File: src/rtl/serializador_piso.sv
// serializador_piso: parallel-in / serial-out transmitter.
// A word captured on an accepted Load is shifted out one bit per clock on Q,
// framed by Valid/Busy. A one-cycle Done pulse follows the last bit.
// Every output comes straight from a flop (Qn and Busy are plain copies or
// inversions of flops), so there is no combinational path from any input to
// any output.
module serializador_piso #(
  parameter int WIDTH     = 8,
  parameter int MSB_FIRST = 1
) (
  input  logic             Clk,
  input  logic             Rst,
  input  logic [WIDTH-1:0] D,
  input  logic             Load,
  output logic             Q,
  output logic             Qn,
  output logic             Valid,
  output logic             Busy,
  output logic             Done
);

  localparam int CNT_W = $clog2(WIDTH) + 1;
  localparam logic [CNT_W-1:0] CNT_LAST = CNT_W'(WIDTH - 1);

  typedef enum logic [1:0] {
    ST_IDLE  = 2'd0,
    ST_SHIFT = 2'd1,
    ST_DONE  = 2'd2
  } state_t;

  state_t             state_q, state_d;
  logic [WIDTH-1:0]   shreg_q, shreg_d;
  logic [CNT_W-1:0]   cnt_q, cnt_d;
  logic               q_q, q_d;
  logic               valid_q, valid_d;
  logic               done_q, done_d;

  // State, datapath and output registers with synchronous reset.
  always_ff @(posedge Clk) begin
    if (Rst) begin
      state_q <= ST_IDLE;
      shreg_q <= {WIDTH{1'b0}};
      cnt_q   <= {CNT_W{1'b0}};
      q_q     <= 1'b0;
      valid_q <= 1'b0;
      done_q  <= 1'b0;
    end else begin
      state_q <= state_d;
      shreg_q <= shreg_d;
      cnt_q   <= cnt_d;
      q_q     <= q_d;
      valid_q <= valid_d;
      done_q  <= done_d;
    end
  end

  // Next-state and datapath update: capture on Load in IDLE/DONE, shift in SHIFT.
  always_comb begin
    state_d = state_q;
    shreg_d = shreg_q;
    cnt_d   = cnt_q;
    case (state_q)
      ST_IDLE, ST_DONE: begin
        if (Load) begin
          shreg_d = D;
          cnt_d   = {CNT_W{1'b0}};
          state_d = ST_SHIFT;
        end else begin
          state_d = ST_IDLE;
        end
      end
      ST_SHIFT: begin
        // Shift toward the output end; the vacated bit is filled with zero.
        if (MSB_FIRST != 0) begin
          shreg_d = shreg_q << 1;
        end else begin
          shreg_d = shreg_q >> 1;
        end
        cnt_d = cnt_q + CNT_W'(1);
        if (cnt_q == CNT_LAST) begin
          state_d = ST_DONE;
        end else begin
          state_d = ST_SHIFT;
        end
      end
      default: begin
        state_d = ST_IDLE;
        shreg_d = {WIDTH{1'b0}};
        cnt_d   = {CNT_W{1'b0}};
      end
    endcase
  end

  // Output decode from the upcoming state, so the output flops line up with it.
  always_comb begin
    q_d     = 1'b0;
    valid_d = 1'b0;
    done_d  = 1'b0;
    case (state_d)
      ST_SHIFT: begin
        valid_d = 1'b1;
        if (MSB_FIRST != 0) begin
          q_d = shreg_d[WIDTH-1];
        end else begin
          q_d = shreg_d[0];
        end
      end
      ST_DONE: begin
        done_d = 1'b1;
      end
      ST_IDLE: begin
        q_d = 1'b0;
      end
      default: begin
        q_d = 1'b0;
      end
    endcase
  end

  assign Q     = q_q;
  assign Qn    = ~q_q;
  assign Valid = valid_q;
  assign Busy  = valid_q;
  assign Done  = done_q;

endmodule

File: config.mk
export PLATFORM = sky130hd
export DESIGN_NAME = serializador_piso
export DESIGN_NICKNAME = d
export VERILOG_FILES = /design/src/rtl/serializador_piso.sv
export SDC_FILE = /design/constraint.sdc
export NUM_CORES = 1
export LEC_CHECK = 0
export CELL_PAD_IN_SITES_DETAIL_PLACEMENT = 1
export CELL_PAD_IN_SITES_GLOBAL_PLACEMENT = 2
export CORE_ASPECT_RATIO = 1.25
export CORE_MARGIN = 2
export CORE_UTILIZATION = 29
export CTS_CLUSTER_SIZE = 40
export DETAILED_ROUTE_END_ITERATION = 7
export MAX_ROUTING_LAYER = met4
export PLACE_DENSITY = 0.86
export SLEW_MARGIN = 20
export SYNTH_ARGS = -nofsm -noshare
export SYNTH_HDL_FRONTEND = slang
export SYNTH_SLANG_ARGS = --single-unit
File: constraint.sdc
create_clock -name Clk -period 1.5 [get_ports Clk]
set_clock_uncertainty 0.1 [all_clocks]
set_input_delay 0.45 -clock Clk [delete_from_list [all_inputs] [get_ports Clk]]
set_output_delay 0.45 -clock Clk [all_outputs]
set_load 0.01 [all_outputs]
-- Yosys cells after proc, flatten, opt, wreduce, memory -nomap -nowiden
Index checks and enable logic that the tools add are counted.
Widths: inputs -> output; s select.
- register bits: 17
- bits of input ports: 11
- output and inout bits: 5
- logic and storage cells: 28
- add/subtract/negate cells: 1
- eq/ne operators: 6
- muxes and demuxes: 9
- bitwise logic cells: 2
- reduce and logical (&&, ||, !) cells: 3
- operators with widths (operator ; count):
    $pmux 8 s2 ; 1
    $mux 8 ; 1
    $pmux 4 s2 ; 1
    $add 4x1->4 const B ; 1
    $eq 2x1->1 const B ; 2
    $eq 2x2->1 const B ; 2
    $eq 4x3->1 const B ; 1
    $mux 4 ; 1
    $pmux 2 s2 ; 1
    $reduce_or 2->1 ; 2
    $mux 1 ; 3
    $logic_not 2->1 ; 1
    $mux 2 ; 1
    $ne 2x2->1 const B ; 1
    $not 1->1 ; 2

-- Longest topological paths before layout
Gate-level depths: netlist of run 1.
- word-level depth: 6
- depth in mapped cells: 5
- gate-level depth less buffers: 4

-- Least setup slack after synthesis of run 1
OpenSTA, ideal clock, no wires.
- path type: input -> register
- start: input port Load
- end: register q_q, in the netlist Q
- library setup time: 0.112 ns
- arrival time: 1.076 ns
- data required time: 1.288 ns
- path slack: 0.212 ns
- stages on the path: 4
- buffers on the path: 1
- cell sequence: buf_2 nor2b_1 a211oi_1 a2111oi_1
- word-level cells in the longest chain between the ends: 5
- elaborated cells between the ends (all ways): 7
- those cells by class: eq/ne (1); mux (4); bitwise (1); reduce/logical (1)
- RTL lines (what ; line ; text):
    start: declaration ; 14 ; input logic Load,
    $mux 1 ; 64 ; if (Load) begin
    $pmux 2 s2 ; 62 ; case (state_q)
    $eq 2x1->1 ; 99 ; case (state_d)
    $not 1->1 (no line) ; n/a ;
    $reduce_or 2->1 (no line) ; n/a ;
    end signal: assignment ; 51 ; q_q <= q_d;
    end: declaration ; 34 ; logic q_q, q_d;
Parallel ways exist; a longest one is shown, timed or not. The select of a mux whose other input is x is not followed.
A chain may end at the register's enable or synchronous reset.

-- Final worst setup path of run 1
- start: register q_q, in the netlist Q
- end: output port Q
- RTL lines (what ; line ; text):
    end: declaration ; 15 ; output logic Q,
No word-level cell between the ends.

==> results list, run 1 <==
* Status: complete, no violations
- Placeable Area: 2450 µm²
- Post-detailed-placement half-perimeter wirelength: 1290 µm
* Total placed instance area: 966 µm²
* Nature of the critical path startpoint: flop
* Count of final hold-check violations: 0
* Topmost layer with routed signal wires: met4
- Worst-path clk slew: 0.10 ns
- Largest area contributor in the synthesized netlist: dfxtp_1
- After detailed routing, the total wire length is 1740 µm.
- The internal portion of the total power is 0.660 mW.
- The number of buffers and inverters on the critical path is 1.
- Endpoint required time on the critical path: 0.95 ns
* GRT Overall Usage: 14.3%
- Synth Area in Compound Gates: 19.3%
- For this block, wires on met1 add up to 697 µm.
- H-tree levels: 1
- Number of cells on the worst hold path: 2
* Crit Path Max Fanout: 2
* Series of cell instances along the critical path: dlygate4sd2_1
- Wire segments on met2 add up to 914 µm in the final route.
- Switching share of total power: 26.4%
* Startpoint of the worst hold path: shreg_q[4]$_SDFFE_PP0P_
- Power per standard cell area: 905 nW/µm²
- The most critical setup path has its startpoint at Q$_SDFF_PP0_.
- Unrepaired setup endpoints after global routing: true
- Classification of the worst setup path: reg2out
* Number of antenna violations at the first check in global routing: 0
- Share of flip-flops with an asynchronous set or reset after synthesis: 0%
- Chip Height: 61.1 µm
- Summed over all cells, the static leakage comes to 0.372 nW.
- Port Buf Inserts: 15
* Net Count, Synth: 95
- Worst Reg2Reg Path Length in Cells: 4
- Synth Instances: 83
- Share of the synthesized area in the top cell type: 45.0%
- Placer Congestion: 0.723
* Length of routed met3 wiring: 57 µm
- Layout cell share with drive strength beyond 1: 14.7%
* Count of max-cap constraint violations: 0
* First-pass GRT wire length: 3070 µm
* Fill cells: 307
- Data arrival time of the critical path: 0.90 ns
- After detailed routing, the number of vias per cell comes to 4.99.
- Final antenna-violating net count: 0
- Portion of total power attributed to sequential cells: 55.0%
- Die outline width: 49.7 µm
- DRC: 0
- R2R Path Start: state_q[0]$_SDFF_PP0_
- By area, the combinational part of the netlist is dominated by simple AND/OR/NAND/NOR gates.
- Share of synthesized cell area in and, or, nand and nor gates: 24.8%
* Max Clk Rate: 0.690 GHz
* Mux share of post-synthesis cell area: 2.64%
- Vias in the first global route: 685
- At the pin with the least slew margin, the transition time is 0.314 ns.
- The min-delay analysis places its worst path in the category reg2reg.
- For this block, the initial DRC count from the detailed router was 3.
* Share of the clock period used by the worst path: 96.7%
* Register area share after synthesis: 45.0%
- Largest stage delay, worst path: 0.33 ns
- Most used standard cells in the synthesized netlist: dfxtp_1, a211oi_1, nor2b_1
* Finished layout cell area: 990 µm²
- Relative slew margins: 78.9%
- Number of placed instances, taps included: 131
- After global routing the overflow that remains totals 0.
* Cell count along the critical path: 1
- The mapped netlist covers 757 µm².
* Synthesis-stage register bit count: 17
- From synthesis to final layout, the design area changed by 30.7%.
* Num CTS Buffers: 3
- Most frequently used cell type in the post-synthesis netlist: dfxtp_1
- Post-DR wirelength/cell: 12.9 µm
* Count of yosys warnings during synthesis: 0
- The slowest stage of the critical path is the dfxtp_2 cell.
- Summed over all nets, the switching power comes to 0.236 mW.
* Clock share of power: 28.0%
* Final Max Tran Viols: 0
- Endpoint type of the worst setup path: output pin
* Insertion delay of the later-clocked pin in the worst-skew pair: 0.30 ns
- Setup violations remaining at the end of the flow were counted as 0.
- The number of hold buffers added after CTS was 0.
- Number of buffers between clock root and the deepest sink: 2
* Number of post-CTS setup repair buffers: 0
- The die covers 3040 µm².
- The number of antenna diodes in the final layout is 0.
- DRT Pass-1 Iters: 4
- Top cells by area, synth: dfxtp_1, a211oi_1, nor2b_1
* Nets: 115
- Number of top-level pins: 16
- The cell family contributing the most delay on the critical path is flip-flops.
- Distinct cells, synth: 23
* Post-synthesis area per instance: 9.12 µm²
- Adder-cell share of the synthesized area: 1.65%
- The clock drives 17 sinks.
* Time the worst path needs with I/O delays and setup: 1.45 ns
- Flip-flop cell with the highest count after synthesis: dfxtp_1
- The worst-case IR drop observed on VDD is 0.306 mV.
* Comb power frac: 17.0%
- The cell sitting at the root of the clock tree is a clkbuf_4.
- Cell row count: 20
- The initial utilization of the core area, before any placement, comes to 30.9%.
* Largest net degree at the start of global routing: 21
* Share of the synthesized netlist area taken by xor and xnor gates: 0%
* Post-route insts no fill: 135
- The synthesized design contains 0 enable-type register cells.
- TritonCTS built the clock tree.
* Number of vias after detailed routing: 673
-- sequential cells by signal, indices dropped and copies added, names as in the netlist --
| signal | cells |
|---|---|
| Busy | 1 |
| Done | 1 |
| Q | 1 |
| cnt_q | 4 |
| shreg_q | 8 |
| state_q | 2 |
-- layer usage --
layer,track usage [%],vias to the layer above
met5,-,-
met4,11.9,0
met3,1.46,4
met2,25.9,14
met1,13.9,325
li1,-,330
-- through the flow --
stage          setup TNS (ns)  util [%]  setup slack (ns)  total power, mW  hold slack, ns
6_report                    0      40.4            0.0499            0.896           0.382
5_1_grt               -0.0108      40.4          -0.00660            0.952           0.404
4_1_cts                     0      40.3           0.00554            0.910           0.385
3_5_place_dp            -3.31      39.4            -0.307            0.664           0.370
3_3_place_gp            -2.50      39.4            -0.250            0.658           0.355
2_1_floorplan               0         -             0.212            0.594           0.353
-- layout by cell type, fill, tap and decap left out, types with 2 or more instances in the layout --
master,instances
clkbuf_4,3
nor3_1,2
mux2i_1,2
dlygate4sd2_1,4
nor4b_1,2
a21oi_1,4
inv_1,2
nand3_1,2
buf_4,8
a211oi_1,14
nor2_1,5
nand2b_1,7
nand2_1,2
dfxtp_1,16
nor2b_1,8
clkdlybuf4s50_1,9
-- cell families (layout without fill, tap and decap cells) --
family	count (synthesis)	in the layout
flip-flops	17	17
multiplexers	2	2
AND/OR/NAND/NOR	32	32
adder cells (fa/ha/maj)	1	1
buffers and inverters	10	29
AO/OA/AOI/OAI	21	21
-- worst paths after layout --
kind	endpoint	slack, ns
min reg2reg	shreg_q[5]$_SDFFE_PP0P_	0.38
max reg2reg	Q$_SDFF_PP0_	0.20
min	shreg_q[5]$_SDFFE_PP0P_	0.38
max	Q	0.05
-- layout make-up --
class	count	area [µm²]	area share, %
Clock buffer	3	22.5	2.28
Sequential cell	17	342	34.5
Inverter	2	7.51	0.759
Clock inverter	1	5.00	0.506
Multi-Input combinational cell	56	369	37.3
Timing Repair Buffer	23	203	20.5
Tap cell	33	41.3	4.17
-- tightest hold or removal path, cell delays in order, from the launching register on --
cell and delay, ns:
dfxtp_1 0.32, nand2b_1 0.06, a211oi_1 0.06
-- power groups by stage --
stage          Clock, mW  Sequential, mW  Combinational (mW)
6_report           0.251           0.493               0.152
3_5_place_dp           0           0.504               0.160
2_1_floorplan          0           0.502              0.0923
4_1_cts            0.261           0.494               0.155
5_1_grt            0.282           0.496               0.173
3_3_place_gp           0           0.503               0.156
-- timing repair --
action	CTS	global route
gates cloned	0	0
gates resized for setup	6	4
endpoints found under the setup margin	5	11
pin swaps	0	0
Note: power is estimated with default switching activity, not from simulation.
==> run 2: changes to the inputs <==
- SETUP_SLACK_MARGIN: default -> 0.5
==> run 2 against run 1 <==
  * Sequential cell count unchanged
  * Largest cell class unchanged
  * Sequential power increased by 3%
  * Critical path type unchanged
  * Cell count rose by 13%
  * Non-clock buffer count increased by 18
==> results list, run 2 (synthesis gave the netlist of run 1 again) <==
- Status: complete, no violations
* Die outline width: 49.7 µm (unchanged)
- The detailed-router iteration count before antenna repair is 3 (-1).
- The largest net degree at the start of global routing was 21 (unchanged).
* Grt ovf: 0 (unchanged)
- Broken down by cell family, the worst path's largest delay share belongs to flip-flops.
- The initial antenna violation count was 0 (unchanged).
- The number of max-slew violations in the final report came to 0 (unchanged).
* Die Outline Area: 3040 µm² (unchanged)
* Total placed instance area: 1000 µm² (+3.9%)
- TritonCTS built the clock tree.
- H-tree levels: 1 (unchanged)
- The arrival time at the worst endpoint is 0.78 ns (-0.12 ns).
* Crit Path Max Fanout: 2 (unchanged)
- The number of global-route vias before repair came to 817 (+19%).
- The diode insertion count for antenna repair was 0 (unchanged).
* Worst-path clk slew: 0.10 ns (about the same)
- Setup ws final: 0.168 ns (+0.118 ns)
* Critical path's slowest cell: dfxtp_2
- The maximum clock path buffer count was 2 (unchanged).
* Worst setup slack before clock tree synthesis: -0.298 ns (+0.00975 ns)
- The area of all placed cells without fillers was 1450 µm² (+46%).
* Classification of the worst setup path: reg2out
* Sum of routed wire length over all layers: 2710 µm (+56%)
* Time the worst path needs with I/O delays and setup: 1.33 ns (-0.118 ns)
- The via density per instance came to 4.99 (about the same).
- CTS sink cnt: 17 (unchanged)
- Number of flip-flops under the largest register name: 8 (unchanged)
* First-pass GRT wire length: 3730 µm (+22%)
* GRT Overall Usage: 17.1% (+2.8 points)
- The transition time at the pin with the least slew margin was 0.270 ns (-0.0443 ns).
- Count of max-cap constraint violations: 0 (unchanged)
* Starting DRC count in detailed routing: 18 (+15)
* Port Buf Inserts: 15 (unchanged)
- Series of cell instances along the critical path: buf_6
* Insertion delay of the later-clocked pin in the worst-skew pair: 0.29 ns (about the same)
- In the final layout, the registers with the most flip-flops are shreg_q: 8 flops, cnt_q: 4 flops, state_q: 2 flops.
- Peak VDD IR: 0.521 mV (+70%)
* Num CTS Buffers: 3 (unchanged)
* Relative slew margins: 81.9% (+3.0 points)
* Count of final hold-check violations: 0 (unchanged)
- Chip Height: 61.1 µm (unchanged)
- Post-DR wirelength/cell: 17.7 µm (+38%)
- The core region area was 2450 µm² (unchanged).
* Worst path buffer plus inverter count: 1 (unchanged)
- The post-DP HPWL is 1270 µm (-1.1%).
* Cell row count: 20 (unchanged)
* Root buffer selected by CTS: clkbuf_4
- Endpoint required time on the critical path: 0.95 ns (about the same)
- Commonest cells after routing, fill and taps aside: buf_6, buf_4, dfxtp_1, a211oi_2, dlygate4sd2_1
- The share of cells above drive strength 1 was 67.5% (+53 points).
* Register containing the most flip-flops in the final layout: shreg_q
* Number of vias after detailed routing: 763 (+13%)
- Leaving out fill and tap cells, the most frequent cell in the layout is buf_6.
- The DRC violations left was 0 (unchanged).
- Placer Congestion: 0.700 (-3.1%)
- Leakage power: 0.537 nW (+44%)
- Area growth, synth to finish: 91.2%
* Largest stage delay, worst path: 0.38 ns (+0.05 ns)
- Nature of the critical path startpoint: flop
* Starting density of the core: 30.9% (unchanged)
- The tightest min-delay check is of the in2reg type.
- The post-route fraction of the period consumed by the critical path is 88.8% (-7.8 points).
- Setup repair after global routing could not meet its margin everywhere.
- The hold slack was 0.380 ns (-0.00213 ns).
- The count of endpoints failing setup in the final report came to 0 (unchanged).
- STA classifies the critical path endpoint as an output pin.
* Number of top-level pins: 16 (unchanged)
- The sum of negative setup slack is 0 ns (unchanged).
- The power density over the cells came to 748 nW/µm² (-17%).
- The power consumption was 1.08 mW (+21%).
- The maximum clock frequency was 0.751 GHz (+8.8%).
* Nets: 133 (+16%)
- The residual antenna-violating net count after detailed routing was 0 (unchanged).
[run 2: cell types whose count changed in the layout (fill, tap and decap cells not counted), sizes merged]
cell           change
buf               +23
clkdlybuf4s50      -9
dlygate4sd2        +3
clkdlybuf4s15      +1
[run 2: path summary, 6_finish.rpt]
kind	to	cells past startpoint	slack [ns]	startpoint
hold / removal	shreg_q[0]$_SDFFE_PP0P_	3	0.38	D[0]
setup reg to reg	cnt_q[3]$_SDFFE_PP0P_	3	0.20	state_q[0]$_SDFF_PP0_
setup / recovery	Busy	1	0.17	Busy$_SDFF_PP0_
hold reg to reg	state_q[1]$_SDFF_PP0_	1	0.39	cnt_q[3]$_SDFFE_PP0P_
[run 2: worst register-to-register path, stage by stage (launching register included)]
cell and delay (ns):
dfxtp_4 0.39, nor2b_4 0.23, or3b_1 0.38, a31oi_1 0.13
[run 2: power breakdown]
part	internal, mW	switching, mW	total (mW)	leakage (nW)
Sequential	0.480	0.0291	0.509	0.144
Clock	0.0992	0.154	0.253	0.0177
Combinational	0.182	0.139	0.321	0.376
[run 2: through the flow]
stage               util (%)  std cells
finish                  59.0        153
global placement        40.9        132
global route            59.0        153
detailed placement      40.9        132
floorplan                  -         83
CTS                     52.3        144
[run 2: timing repair]
| action | 4_1_cts | 5_1_grt |
|---|---|---|
| hold buffers | 0 | 0 |
| buffers inserted | 7 | 7 |
| pin swaps | 21 | 4 |
| endpoints found under the setup margin | 22 | 22 |
| gates cloned | 1 | 2 |
| resized for setup | 83 | 19 |
[run 2: final cells by class]
class / count / area [µm²]
flip-flops and latches: 17 / 355
fillers: 252 / 1000
inverters: 2 / 7.51
clock inverters: 1 / 5.00
clock buffers: 3 / 22.5
multi-input cells: 56 / 602
repair buffers: 41 / 414
well taps: 33 / 41.3
[run 2: per-layer routing]
metal,vias to the layer above,GRT usage (%),part of all wire (%)
met3,2,2.18,1.8
met1,382,17.5,44
li1,369,-,-
met4,0,10.7,0.92
met5,-,-,0
met2,10,31.4,53
